### config.mk
export PLATFORM = sky130hd
export DESIGN_NAME = peripheral_sonar_flat
export DESIGN_NICKNAME = d
export VERILOG_FILES = /design/src/rtl/sonar_pkg.sv /design/src/rtl/sonar_if.sv /design/src/rtl/sonar_us_tick.sv /design/src/rtl/peripheral_sonar.sv /design/src/flat_wrapper.sv
export SDC_FILE = /design/constraint.sdc
export NUM_CORES = 1
export LEC_CHECK = 0
export CAP_MARGIN = 10
export CORE_AREA = 10 10 124 126
export DETAILED_ROUTE_END_ITERATION = 6
export DIE_AREA = 0 0 134 136
export SYNTH_ARGS = -nofsm -noshare
export SYNTH_HDL_FRONTEND = slang
export SYNTH_SLANG_ARGS = --single-unit
### constraint.sdc
create_clock -name clk -period 3 [get_ports clk]
set_input_delay 0.6 -clock clk [delete_from_list [all_inputs] [get_ports clk]]
set_output_delay 0.6 -clock clk [all_outputs]
set_load 0.1 [all_outputs]
### src/rtl/sonar_pkg.sv
// sonar_pkg: shared types and constants for the ultrasonic ranging peripheral.
// Holds the FSM state enum, register map, STATUS bit positions and cm divisor.
package sonar_pkg;

   typedef enum logic [2:0] {
      IDLE,
      TRIG,
      WAIT_ECHO,
      MEASURE,
      DONE
   } state_e;

   localparam logic [3:0] A_CTRL    = 4'h0;
   localparam logic [3:0] A_STATUS  = 4'h2;
   localparam logic [3:0] A_DIST    = 4'h4;
   localparam logic [3:0] A_ECHO    = 4'h6;
   localparam logic [3:0] A_PERIOD  = 4'h8;

   localparam int ST_BUSY = 0;
   localparam int ST_DONE = 1;
   localparam int ST_TMO  = 2;

   localparam int CM_DIV = 58;

endpackage

### src/rtl/sonar_if.sv
// sonar_if: J1 I/O bus slice seen by the sonar peripheral.
// Ports: d_in, cs, addr, rd, wr (CPU to peripheral), d_out (registered read data).
interface sonar_if;

   logic [15:0] d_in;
   logic        cs;
   logic [3:0]  addr;
   logic        rd;
   logic        wr;
   logic [15:0] d_out;

   modport master (
      output d_in, cs, addr, rd, wr,
      input  d_out
   );

   modport slave (
      input  d_in, cs, addr, rd, wr,
      output d_out
   );

endinterface

### src/rtl/sonar_us_tick.sv
// sonar_us_tick: prescaler emitting a one-cycle pulse every DIV enabled cycles.
// Ports: clk, rst (async, active low), en (count enable), clr (restart), tick.
module sonar_us_tick #(
   parameter int DIV = 50
) (
   input  logic clk,
   input  logic rst,
   input  logic en,
   input  logic clr,
   output logic tick
);

   localparam int W = (DIV > 1) ? $clog2(DIV) : 1;
   localparam logic [W-1:0] LAST = W'(DIV - 1);

   logic [W-1:0] cnt;

   always_ff @(posedge clk or negedge rst) begin
      if (!rst) begin
         cnt <= '0;
      end else if (clr) begin
         cnt <= '0;
      end else if (en) begin
         cnt <= (cnt == LAST) ? '0 : cnt + 1'b1;
      end
   end

   assign tick = en && !clr && (cnt == LAST);

endmodule

### src/rtl/peripheral_sonar.sv
// peripheral_sonar: HC-SR04 style ranging peripheral on the J1 I/O bus.
// Ports: clk, rst (async low), bus (sonar_if.slave), trig, echo. Macro SONAR_AUTO_EN adds PERIOD_MS.
module peripheral_sonar
   import sonar_pkg::*;
#(
   parameter int CLK_HZ     = 50_000_000,
   parameter int TRIG_US    = 10,
   parameter int TIMEOUT_US = 30000
) (
   input  logic    clk,
   input  logic    rst,
   sonar_if.slave  bus,
   output logic    trig,
   input  logic    echo
);

   localparam int PRE = CLK_HZ / 1_000_000;
   localparam logic [15:0] TRIG_LAST = 16'(TRIG_US - 1);
   localparam logic [15:0] TMO_LAST  = 16'(TIMEOUT_US - 1);
   localparam logic [5:0]  SUB_LAST  = 6'(CM_DIV - 1);

   state_e      state_q, state_d;
   logic        us_tick, echo_s, start, start_go;
   logic        tmo_hit, tmo_set, wr_en, rd_en, rd_dist;
   logic        auto_start;
   logic [1:0]  sync_q;
   logic [15:0] tmr, us_cnt, cm_cnt;
   logic [15:0] dist_q, echo_us_q, rdata, d_out_q;
   logic [5:0]  sub;
   logic        done_q, tmo_q;

   assign wr_en   = bus.cs & bus.wr;
   assign rd_en   = bus.cs & bus.rd;
   assign rd_dist = rd_en && (bus.addr == A_DIST);

   sonar_us_tick #(.DIV(PRE)) u_us (
      .clk  (clk),
      .rst  (rst),
      .en   (1'b1),
      .clr  (1'b0),
      .tick (us_tick)
   );

   always_ff @(posedge clk or negedge rst) begin
      if (!rst) sync_q <= '0;
      else      sync_q <= {sync_q[0], echo};
   end

   assign echo_s = sync_q[1];

`ifdef SONAR_AUTO_EN
   logic [15:0] period, ms_cnt;
   logic        ms_tick;

   // ms prescaler restarts with every START so the period is exact
   sonar_us_tick #(.DIV(1000)) u_ms (
      .clk  (clk),
      .rst  (rst),
      .en   (us_tick),
      .clr  (start_go),
      .tick (ms_tick)
   );

   always_ff @(posedge clk or negedge rst) begin
      if (!rst) begin
         period <= '0;
         ms_cnt <= '0;
      end else begin
         if (wr_en && bus.addr == A_PERIOD) period <= bus.d_in;
         if (start_go) ms_cnt <= '0;
         else if (ms_tick && ms_cnt != 16'hFFFF) ms_cnt <= ms_cnt + 1'b1;
      end
   end

   assign auto_start = (period != 16'd0) && (ms_cnt >= period);
`else
   logic unused_d_in;
   assign unused_d_in = ^bus.d_in[15:1];
   assign auto_start  = 1'b0;
`endif

   assign start    = (wr_en && bus.addr == A_CTRL && bus.d_in[0]) || auto_start;
   assign start_go = (state_q == IDLE) && start;
   assign tmo_hit  = us_tick && (tmr == TMO_LAST);

   always_comb begin
      state_d = state_q;
      tmo_set = 1'b0;
      unique case (state_q)
         IDLE: begin
            if (start_go) state_d = TRIG;
         end
         TRIG: begin
            if (us_tick && tmr == TRIG_LAST) state_d = WAIT_ECHO;
         end
         WAIT_ECHO: begin
            if (echo_s) begin
               state_d = MEASURE;
            end else if (tmo_hit) begin
               state_d = DONE;
               tmo_set = 1'b1;
            end
         end
         MEASURE: begin
            if (!echo_s) begin
               state_d = DONE;
            end else if (tmo_hit) begin
               state_d = DONE;
               tmo_set = 1'b1;
            end
         end
         DONE: begin
            state_d = IDLE;
         end
         default: begin
            state_d = IDLE;
         end
      endcase
   end

   always_ff @(posedge clk or negedge rst) begin
      if (!rst) state_q <= IDLE;
      else      state_q <= state_d;
   end

   assign trig = (state_q == TRIG);

   always_ff @(posedge clk or negedge rst) begin
      if (!rst) begin
         tmr       <= '0;
         us_cnt    <= '0;
         cm_cnt    <= '0;
         sub       <= '0;
         done_q    <= 1'b0;
         tmo_q     <= 1'b0;
         dist_q    <= '0;
         echo_us_q <= '0;
      end else begin
         // per-state µs timer restarts on every state change
         if (state_d != state_q) tmr <= '0;
         else if (us_tick)       tmr <= tmr + 1'b1;

         if (start_go) begin
            us_cnt <= '0;
            cm_cnt <= '0;
            sub    <= '0;
         end else if (state_q == MEASURE && us_tick) begin
            if (us_cnt != 16'hFFFF) us_cnt <= us_cnt + 1'b1;
            if (sub == SUB_LAST) begin
               sub    <= '0;
               cm_cnt <= cm_cnt + 1'b1;
            end else begin
               sub <= sub + 1'b1;
            end
         end

         if (tmo_set)       tmo_q <= 1'b1;
         else if (start_go) tmo_q <= 1'b0;

         // done set has priority over the DIST_CM read clear
         if (state_q == DONE)          done_q <= 1'b1;
         else if (start_go || rd_dist) done_q <= 1'b0;

         if (state_q == DONE) begin
            dist_q    <= tmo_q ? 16'hFFFF : cm_cnt;
            echo_us_q <= tmo_q ? 16'hFFFF : us_cnt;
         end
      end
   end

   always_comb begin
      rdata = '0;
      case (bus.addr)
         A_STATUS: begin
            rdata[ST_BUSY] = (state_q != IDLE);
            rdata[ST_DONE] = done_q;
            rdata[ST_TMO]  = tmo_q;
         end
         A_DIST:   rdata = dist_q;
         A_ECHO:   rdata = echo_us_q;
`ifdef SONAR_AUTO_EN
         A_PERIOD: rdata = period;
`endif
         default:  rdata = '0;
      endcase
   end

   always_ff @(posedge clk or negedge rst) begin
      if (!rst)       d_out_q <= '0;
      else if (rd_en) d_out_q <= rdata;
   end

   assign bus.d_out = d_out_q;

endmodule

### src/flat_wrapper.sv
// flat-port wrapper written by rule: the top's interface ports become plain ports
module peripheral_sonar_flat import sonar_pkg::*;
#(
   parameter int CLK_HZ     = 50_000_000,
   parameter int TRIG_US    = 10,
   parameter int TIMEOUT_US = 30000
)
  (clk, rst, trig, echo, bus_d_in, bus_cs, bus_addr, bus_rd, bus_wr, bus_d_out);
  sonar_if bus_i ();
  input  logic clk;
  input  logic rst;
  output logic trig;
  input  logic echo;
  input wire logic [$bits(bus_i.d_in)-1:0] bus_d_in;
  input wire logic [$bits(bus_i.cs)-1:0] bus_cs;
  input wire logic [$bits(bus_i.addr)-1:0] bus_addr;
  input wire logic [$bits(bus_i.rd)-1:0] bus_rd;
  input wire logic [$bits(bus_i.wr)-1:0] bus_wr;
  output wire logic [$bits(bus_i.d_out)-1:0] bus_d_out;
  assign bus_i.d_in = bus_d_in;
  assign bus_i.cs = bus_cs;
  assign bus_i.addr = bus_addr;
  assign bus_i.rd = bus_rd;
  assign bus_i.wr = bus_wr;
  assign bus_d_out = bus_i.d_out;
  peripheral_sonar #(.CLK_HZ(CLK_HZ), .TRIG_US(TRIG_US), .TIMEOUT_US(TIMEOUT_US)) u_core (.clk(clk), .rst(rst), .bus(bus_i), .trig(trig), .echo(echo));
endmodule
Yosys cells after proc, flatten, opt, wreduce, memory -nomap -nowiden
Index checks and enable logic that the tools add are counted.
Widths: inputs -> output; s select.
{"block": "totals", "n_memories": 0, "ram_bits": 0, "out_inout_bits": 17, "reg_bits": 115, "input_bits": 26, "mem_bits_ro": 0, "wordCells": 81, "latchBits": 0}
{"block": "op_classes", "div": 0, "n_shift": 0, "n_addsub": 5, "mux": 30, "magnitude_cmp": 0, "reduce_logical": 19, "eq_ne": 13, "n_mul": 0, "bitwise_logic": 2}
{"op": "$mux 16", "n": 10}
{"op": "$add 16x1->16 const B", "n": 3}
{"op": "$pmux 13 s2", "n": 1}
{"op": "$mux 6", "n": 4}
{"op": "$eq 16x15->1 const B", "n": 1}
{"op": "$eq 16x4->1 const B", "n": 1}
{"op": "$ne 16x16->1 const B", "n": 1}
{"op": "$mux 3", "n": 5}
{"op": "$add 6x1->6 const B", "n": 2}
{"op": "$eq 6x6->1 const B", "n": 2}
{"op": "$pmux 3 s4", "n": 1}
{"op": "$reduce_bool 2->1", "n": 6}
{"op": "$pmux 3 s3", "n": 1}
{"op": "$eq 4x3->1 const B", "n": 2}
{"op": "$logic_and 1x1->1", "n": 7}
{"op": "$mux 1", "n": 7}
{"op": "$eq 3x2->1 const B", "n": 2}
{"op": "$eq 4x2->1 const B", "n": 1}
{"op": "$logic_not 4->1", "n": 1}
{"op": "$reduce_and 2->1", "n": 2}
{"op": "$eq 3x1->1 const B", "n": 1}
{"op": "$eq 3x3->1 const B", "n": 1}
{"op": "$logic_not 3->1", "n": 1}
{"op": "$ne 3x3->1", "n": 1}
{"op": "other kinds (4)", "n": 5}

Depth between registers and ports, before layout
Gate-level depths: netlist of the first run.
{"block": "depth", "depth_word": 8, "ltp_mapped": 10}

Hierarchy
A second synthesis of the first run with hierarchy kept.
{"block": "unflattened", "cells_unflattened": 638, "hier_area_um2": 5900.7}
{"mod": "peripheral_sonar", "instances": 1, "seq_area_each_um2": 2727.6, "cells_each": 598, "area_each_um2": 5539.1}
{"mod": "sonar_us_tick", "instances": 1, "seq_area_each_um2": 150.1, "cells_each": 40, "area_each_um2": 361.6}

Worst setup path before layout of the first run
No wires, ideal clock.
{"block": "synth_path", "kind": "register to output", "from": "register u_core.state_q[0]", "to": "output port trig", "path_buffers": 1, "stages_incl_launch_ff": 4, "arrival_time_ns": 1.931, "path_slack_ns": 0.469, "cell_sequence": "dfrtp_1 -> clkbuf_1 -> nand2b_1 -> nor2_1"}
{"block": "synth_via", "elab_chain_cells": 1}
{"element": "start, declared", "line": "peripheral_sonar.sv:22", "source": "state_e state_q, state_d;"}
{"element": "start signal, assigned", "line": "peripheral_sonar.sv:123", "source": "else state_q <= state_d;"}
{"element": "$eq 3x1->1", "line": "peripheral_sonar.sv:126", "source": "assign trig = (state_q == TRIG);"}
{"element": "end, declared", "line": "flat_wrapper.sv:12", "source": "output logic trig;"}
No other way between the ends.

Final worst setup path of the first run
{"block": "layout_path", "from": "register u_core.u_us.cnt[1]", "to": "register u_core.cm_cnt[13]"}
{"block": "layout_via", "elab_chain_cells": 4}
{"element": "start, declared", "line": "sonar_us_tick.sv:16", "source": "logic [W-1:0] cnt;"}
{"element": "start signal, assigned", "line": "sonar_us_tick.sv:24", "source": "cnt <= (cnt == LAST) ? '0 : cnt + 1'b1;"}
{"element": "$eq 6x6->1", "line": "sonar_us_tick.sv:28", "source": "assign tick = en && !clr && (cnt == LAST);"}
{"element": "$logic_and 1x1->1", "line": "peripheral_sonar.sv:147", "source": "end else if (state_q == MEASURE && us_tick) begin"}
{"element": "$reduce_bool 2->1 (no line)"}
{"element": "$reduce_and 2->1 (no line)"}
{"element": "end signal, assigned", "line": "peripheral_sonar.sv:151", "source": "cm_cnt <= cm_cnt + 1'b1;"}
{"element": "end, declared", "line": "peripheral_sonar.sv:27", "source": "logic [15:0] tmr, us_cnt, cm_cnt;"}
No other way between the ends.
A chain may end at the register's enable or synchronous reset.

==> results.yml, run 1 <==
detailed_routing:
  firstDrtPassIters: 5
  wl_met1_um: 6210
  wl_met3_um: 655
  route.met2.wl_um: 5660
  drt-initial-drc-count: 268
  dr.max_layer_used: "met4"
  num_vias: 4445
  ant_nets: 0
  wl_per_cell_um: 15.6
  drc: 0
  wl_um: 12700
  vias_per_cell: 5.47
sta:
  period_needed_ns: 2.43
  fmax_ghz: 0.412
  setup_tns_ns: 0
  period_share_pct: 81.0
  slew_violations: 0
  setup_violations: 0
  final-hold-violation-count: 0
  fin_skew_ns: 0.00978
  worstMarginPinSlew_ns: 0.783
  setup_slack_ns: 0.570
  holdWs_ns: 0.163
  timing.slew.headroom_pct: 47.3
  rsz0062_at_grt: "false"
placed_design:
  dp_hpwl_um: 8600
  io_buffers: 27
  placedCellCount: 783
  place.gp.congestion: 0.814
  dp_slack_ns: 0.465
yosys:
  synth_fp_nets: 638
  yosysTopAreaCellShare_pct: 50.3
  syn_area_per_cell_um2: 9.46
  synth_cells: 604
  synth.area.top_cells: "dfrtp_1, nor2_1, xnor2_1, a21oi_1, mux2i_1"
  synth_warnings: 0
  ys_seq_area_share_pct: 50.3
  ys.flop_type: "dfrtp_1"
  ys_types: 53
  synth_area_um2: 5720
  synth_seq_cells: 115
  synthArstFlopShare_pct: 100
  yosysTopAreaCell: "dfrtp_1"
  synth_edf_count: 0
clock_network:
  cts_setup_buffers: 0
  cts_buffer_depth: 2
  cts-htree-levels: 4
  cts_tree: "built"
  root_buffer: "clkbuf_16"
  ctsResizeCount: 0
  clock-sinks: 115
  cts_buffers: 17
  path_clk_slew_ns: 0.05
  worstSkewPairLatency_ns: 0.41
  holdBufCountCts: 0
hold_path:
  holdCritPathClass: "primary input to async pin"
setup_path:
  cp.required_ns: 3.32
  r2r_cells: 8
  path_max_fanout: 14
  r2r_start: "u_core.u_us.cnt[1]$_DFF_PN0_"
  arrival_ns: 2.75
  end_kind: "register"
  reg2reg_to: "u_core.cm_cnt[13]$_DFFE_PN0P_"
  criticalPathCategory: "register to register"
  rrSetupSlack_ns: 0.57
  crit_start: "u_core.u_us.cnt[1]$_DFF_PN0_"
  critPathLaunchType: "register"
die:
  die_x_um: 134
  fp-row-count: 42
  num_io_pins: 43
  die_y_um: 136
  start_util_pct: 44.0
  core_um2: 13000
  die_area_um2: 18200
layout:
  synthToLayoutAreaGrowth_pct: 16.3
  fill_cells: 1215
  stdcell_count: 813
  drive_above_1_share_pct: 10.7
  final_nets: 660
  final_cell_mix: "nor2_1, dfrtp_1, a21oi_1"
  antenna_cells: 0
  layout_commonest_cell: "nor2_1"
power_and_ir_drop:
  p_switching_mw: 1.08
  swShare_pct: 26.0
  p_clk_share_pct: 45.8
  powerDensity_nw_per_um2: 621
  peakVddDrop_v: 0.000384
  power_frac_seq_pct: 43.8
  p_leak_nw: 2.83
  internal_power_mw: 3.06
  combPwrFrac_pct: 10.4
global_routing:
  grt_pass1_vias: 4453
  grt_max_degree: 54
  overflow: 0
  antenna_found_initial: 0
  grt_use_total_pct: 14.9
  grt_pass1_wl_um: 21900
status:
  outcome: "finished, final reports clean"
flow_run:
  maxCapViolations: 0
[area by class of cell]
cell class / instances / area, µm² / share of cell area, %
flip-flops and latches: 115 / 2880 / 43.3
multi-input cells: 437 / 2610 / 39.2
clock buffers: 25 / 505 / 7.60
repair buffers: 39 / 328 / 4.93
well taps: 176 / 220 / 3.31
inverters: 16 / 60.1 / 0.903
clock inverters: 5 / 50.0 / 0.752
[cells in the mapped netlist, types with 2 or more instances]
library cell    n
nor3b_1         4
or4_1           2
nand4_1        15
a31oi_1         2
clkbuf_1       28
a31o_2          2
or3_1           4
o21ai_0         4
a22o_1          3
nor4_1         17
dfrtp_1       115
and3b_1         2
nand2_1        38
inv_1          16
nand4b_1        2
nor4_4          2
clkbuf_2        2
mux2i_1        17
and3_1          7
nor3_1         32
buf_1           3
a21oi_1        46
ha_1            8
and4_1          5
o31ai_1        13
a211oi_1        6
and2_1          3
nor4b_1         4
nand2b_1        3
nand3_1        18
xnor2_1        40
xor2_1          4
nor2_1        116
and4b_1         2
[power by group through the flow]
stage | registers (mW) | clock network (mW) | logic (mW)
floorplan | 1.77 | 0 | 0.332
global placement | 1.83 | 0 | 0.421
detailed placement | 1.83 | 0 | 0.430
CTS | 1.81 | 1.93 | 0.436
global route | 1.83 | 2.00 | 0.496
finish | 1.81 | 1.89 | 0.430
[per-stage QoR]
| step | power, mW | util, % | instance area, µm² |
|---|---|---|---|
| 2_1_floorplan | 2.10 | - | 5720 |
| 3_3_place_gp | 2.25 | 47.0 | 6100 |
| 3_5_place_dp | 2.26 | 47.0 | 6100 |
| 4_1_cts | 4.17 | 51.2 | 6650 |
| 5_1_grt | 4.33 | 51.2 | 6650 |
| 6_report | 4.13 | 51.2 | 6650 |
[flip-flops by register name, indices dropped and copies added (netlist names), 2 cells and up]
register	cells
u_core.us_cnt	16
u_core.bus.d_out	16
u_core.tmr	16
u_core.sync_q	2
u_core.echo_us_q	16
u_core.state_q	3
u_core.cm_cnt	16
u_core.sub	6
u_core.dist_q	16
u_core.u_us.cnt	6
[worst max-delay path, stage by stage (launching register included)]
cell     delay [ns]
dfrtp_1        0.41
inv_1          0.07
ha_1           0.15
and3b_1        0.30
nand3_1        0.47
nor3_1         0.32
buf_4          0.16
and4_1         0.25
mux2i_1        0.21
[kinds of logic (layout without fill, tap and decap cells)]
kind of cell,count (synthesis),count (layout),synth area share (%)
xor gates and xnor gates,44,44,6.74
AOI/OAI and AO/OA,86,86,9.46
adders and majority gates,8,8,1.75
and+or+nand+nor,282,282,24.6
muxes,17,17,2.98
DFF,115,115,50.3
buffers and inverters,52,85,4.11
[metal layers]
layer | GRT usage [%] | vias up
li1 | - | 2164
met1 | 19.8 | 2161
met2 | 22.5 | 104
met3 | 4.50 | 16
met4 | 5.38 | 0
met5 | 0 | -
[worst max-delay path by stage]
stage | cells after the start | slack (ns) | to
global placement | 7 | 0.47 | u_core.tmr[11]$_DFFE_PN0P_
floorplan | 3 | 0.47 | trig
global route | 8 | 0.27 | u_core.cm_cnt[13]$_DFFE_PN0P_
detailed placement | 7 | 0.46 | u_core.tmr[9]$_DFFE_PN0P_
CTS | 8 | 0.55 | u_core.cm_cnt[13]$_DFFE_PN0P_
finish | 8 | 0.57 | u_core.cm_cnt[13]$_DFFE_PN0P_
Power figures use the tool's default switching activity.
==> run 2: changes to the inputs <==
- PLACE_DENSITY: default -> 0.66
- clock period: 3 -> 2.05 ns (I/O delays scaled with it)
==> run 2 against run 1 <==
Against the previous run: the run now ends with negative setup slack left; routed wire length is 3.0% higher; sequential share of layout area decreased by 3.2 points; register-to-register slack got worse by 0.65 ns.
==> results.yml, run 2 (synthesized netlist as in run 1, its figures left out) <==
status:
  outcome: "finished, violations left"
  violations: "negative setup slack"
global_routing:
  grt_pass1_wl_um: 22500
  antenna_found_initial: 0
  grt_use_total_pct: 15.1
  grt_max_degree: 66
  grt_pass1_vias: 4534
  overflow: 0
clock_network:
  path_clk_slew_ns: 0.06
  root_buffer: "clkbuf_16"
  worstSkewPairLatency_ns: 0.41
  cts_tree: "built"
  clock-sinks: 115
  cts_buffers: 17
  cts_buffer_depth: 2
  cts-htree-levels: 4
hold_path:
  holdCritPathClass: "register to register"
detailed_routing:
  ant_nets: 0
  wl_um: 13100
  vias_per_cell: 5.39
  drt-initial-drc-count: 307
  num_vias: 4584
  wl_per_cell_um: 15.4
  firstDrtPassIters: 5
  drc: 0
sta:
  slew_violations: 0
  timing.slew.headroom_pct: 62.8
  period_share_pct: 104
  worstMarginPinSlew_ns: 0.558
  setup_violations: 17
  setup_slack_ns: -0.0754
  holdWs_ns: 0.351
  fin_skew_ns: 0.0113
  rsz0062_at_grt: "true"
  period_needed_ns: 2.13
  final-hold-violation-count: 0
  fmax_ghz: 0.471
layout:
  final_cell_mix: "nor2_1, dfrtp_1, buf_4"
  synthToLayoutAreaGrowth_pct: 25.7
  final_nets: 696
  fin_area_um2: 7190
  drive_above_1_share_pct: 18.2
  stdcell_count: 851
  antenna_cells: 0
die:
  die_area_um2: 18200
  core_um2: 13000
  num_io_pins: 43
  fp-row-count: 42
  die_y_um: 136
  die_x_um: 134
  start_util_pct: 44.0
power_and_ir_drop:
  p_leak_nw: 3.07
  peakVddDrop_v: 0.000624
  powerDensity_nw_per_um2: 922
setup_path:
  end_kind: "register"
  cp_cell_sequence: "or4_4 > nor4_4 > buf_4 > buf_6 > nand3_2 > a31o_2 > a21o_1"
  max_stage_delay_ns: 0.56
  cp.required_ns: 2.35
  path_max_fanout: 2
  slowest_stage: "or4_4"
  critPathLaunchType: "register"
  crit_buf_inv: 2
  cpLargestDelayFamily: "simple AND/OR/NAND/NOR gates"
  criticalPathCategory: "register to register"
  arrival_ns: 2.42
placed_design:
  post_dp_cell_area_um2: 6400
  place.gp.congestion: 0.851
  placedCellCount: 815
  dp_hpwl_um: 8980
  io_buffers: 27
flow_run:
  maxCapViolations: 0
==> run 2: changes by cell type in the layout (fill, tap and decap cells not counted), sizes merged <==
cell and delta:
buf +35, clkbuf -7, bufinv +4, clkinvlp +3, inv +2, dlygate4sd3 +1
==> run 2: area by class of cell <==
class,count,area [µm²]
repair buffers,75,671
inverters,16,60.1
fillers,1106,5790
clock buffers,18,439
multi-input cells,437,2690
well taps,176,220
flip-flops and latches,115,2880
clock inverters,14,225
==> run 2: report_power, final <==
group	switching, mW	internal [mW]
Clock	1.07	2.20
Sequential	0.223	2.42
Combinational	0.413	0.300
==> run 2: worst paths after layout <==
path                                             from                               to  slack, ns  cells past startpoint
max                         u_core.tmr[4]$_DFFE_PN0P_      u_core.state_q[0]$_DFF_PN0_      -0.08                      7
min                        u_core.sync_q[0]$_DFF_PN0_       u_core.sync_q[1]$_DFF_PN0_       0.35                      0
min reg2reg                u_core.sync_q[0]$_DFF_PN0_       u_core.sync_q[1]$_DFF_PN0_       0.35                      0
min in group asynchronous                         rst    u_core.dist_q[10]$_DFFE_PN0P_       0.52                      2
max in group asynchronous                         rst  u_core.echo_us_q[0]$_DFFE_PN0P_       0.85                      3
max reg2reg                 u_core.tmr[4]$_DFFE_PN0P_      u_core.state_q[0]$_DFF_PN0_      -0.08                      7
==> run 2: layer usage <==
| layer | wire, µm | global-route usage (%) | vias up | share of wire [%] |
|---|---|---|---|---|
| li1 | - | - | 2233 | - |
| met1 | 6150 | 19.9 | 2226 | 47 |
| met2 | 6130 | 23.7 | 106 | 47 |
| met3 | 615 | 4.10 | 19 | 4.7 |
| met4 | 183 | 5.08 | 0 | 1.4 |
| met5 | 0 | 0 | - | 0 |
==> run 2: what timing repair did <==
item / in CTS / in global routing
endpoints found under the hold margin: 3 / 0
hold buffers: 1 / 0
pin swaps: 1 / 4
setup buffers: 0 / 3
resized for setup: 2 / 16
endpoints found under the setup margin: 18 / 41
==> run 2: through the flow <==
step / setup slack [ns] / total power [mW] / util, % / setup TNS (ns)
after global placement: -0.0753 / 3.34 / 49.3 / -0.913
after detailed placement: -0.101 / 3.37 / 49.3 / -1.21
after global routing: -0.169 / 6.89 / 55.4 / -2.63
final: -0.0754 / 6.63 / 55.4 / -0.947
after CTS: -0.0908 / 6.67 / 54.6 / -0.995
after floorplan: -0.140 / 3.08 / - / -1.35
==> run 2: worst reg2reg max path: stages (launching register included) <==
cell and delay [ns]:
dfrtp_1 0.38, or4_4 0.56, nor4_4 0.34, buf_4 0.18
buf_6 0.09, nand3_2 0.06, a31o_2 0.25, a21o_1 0.16
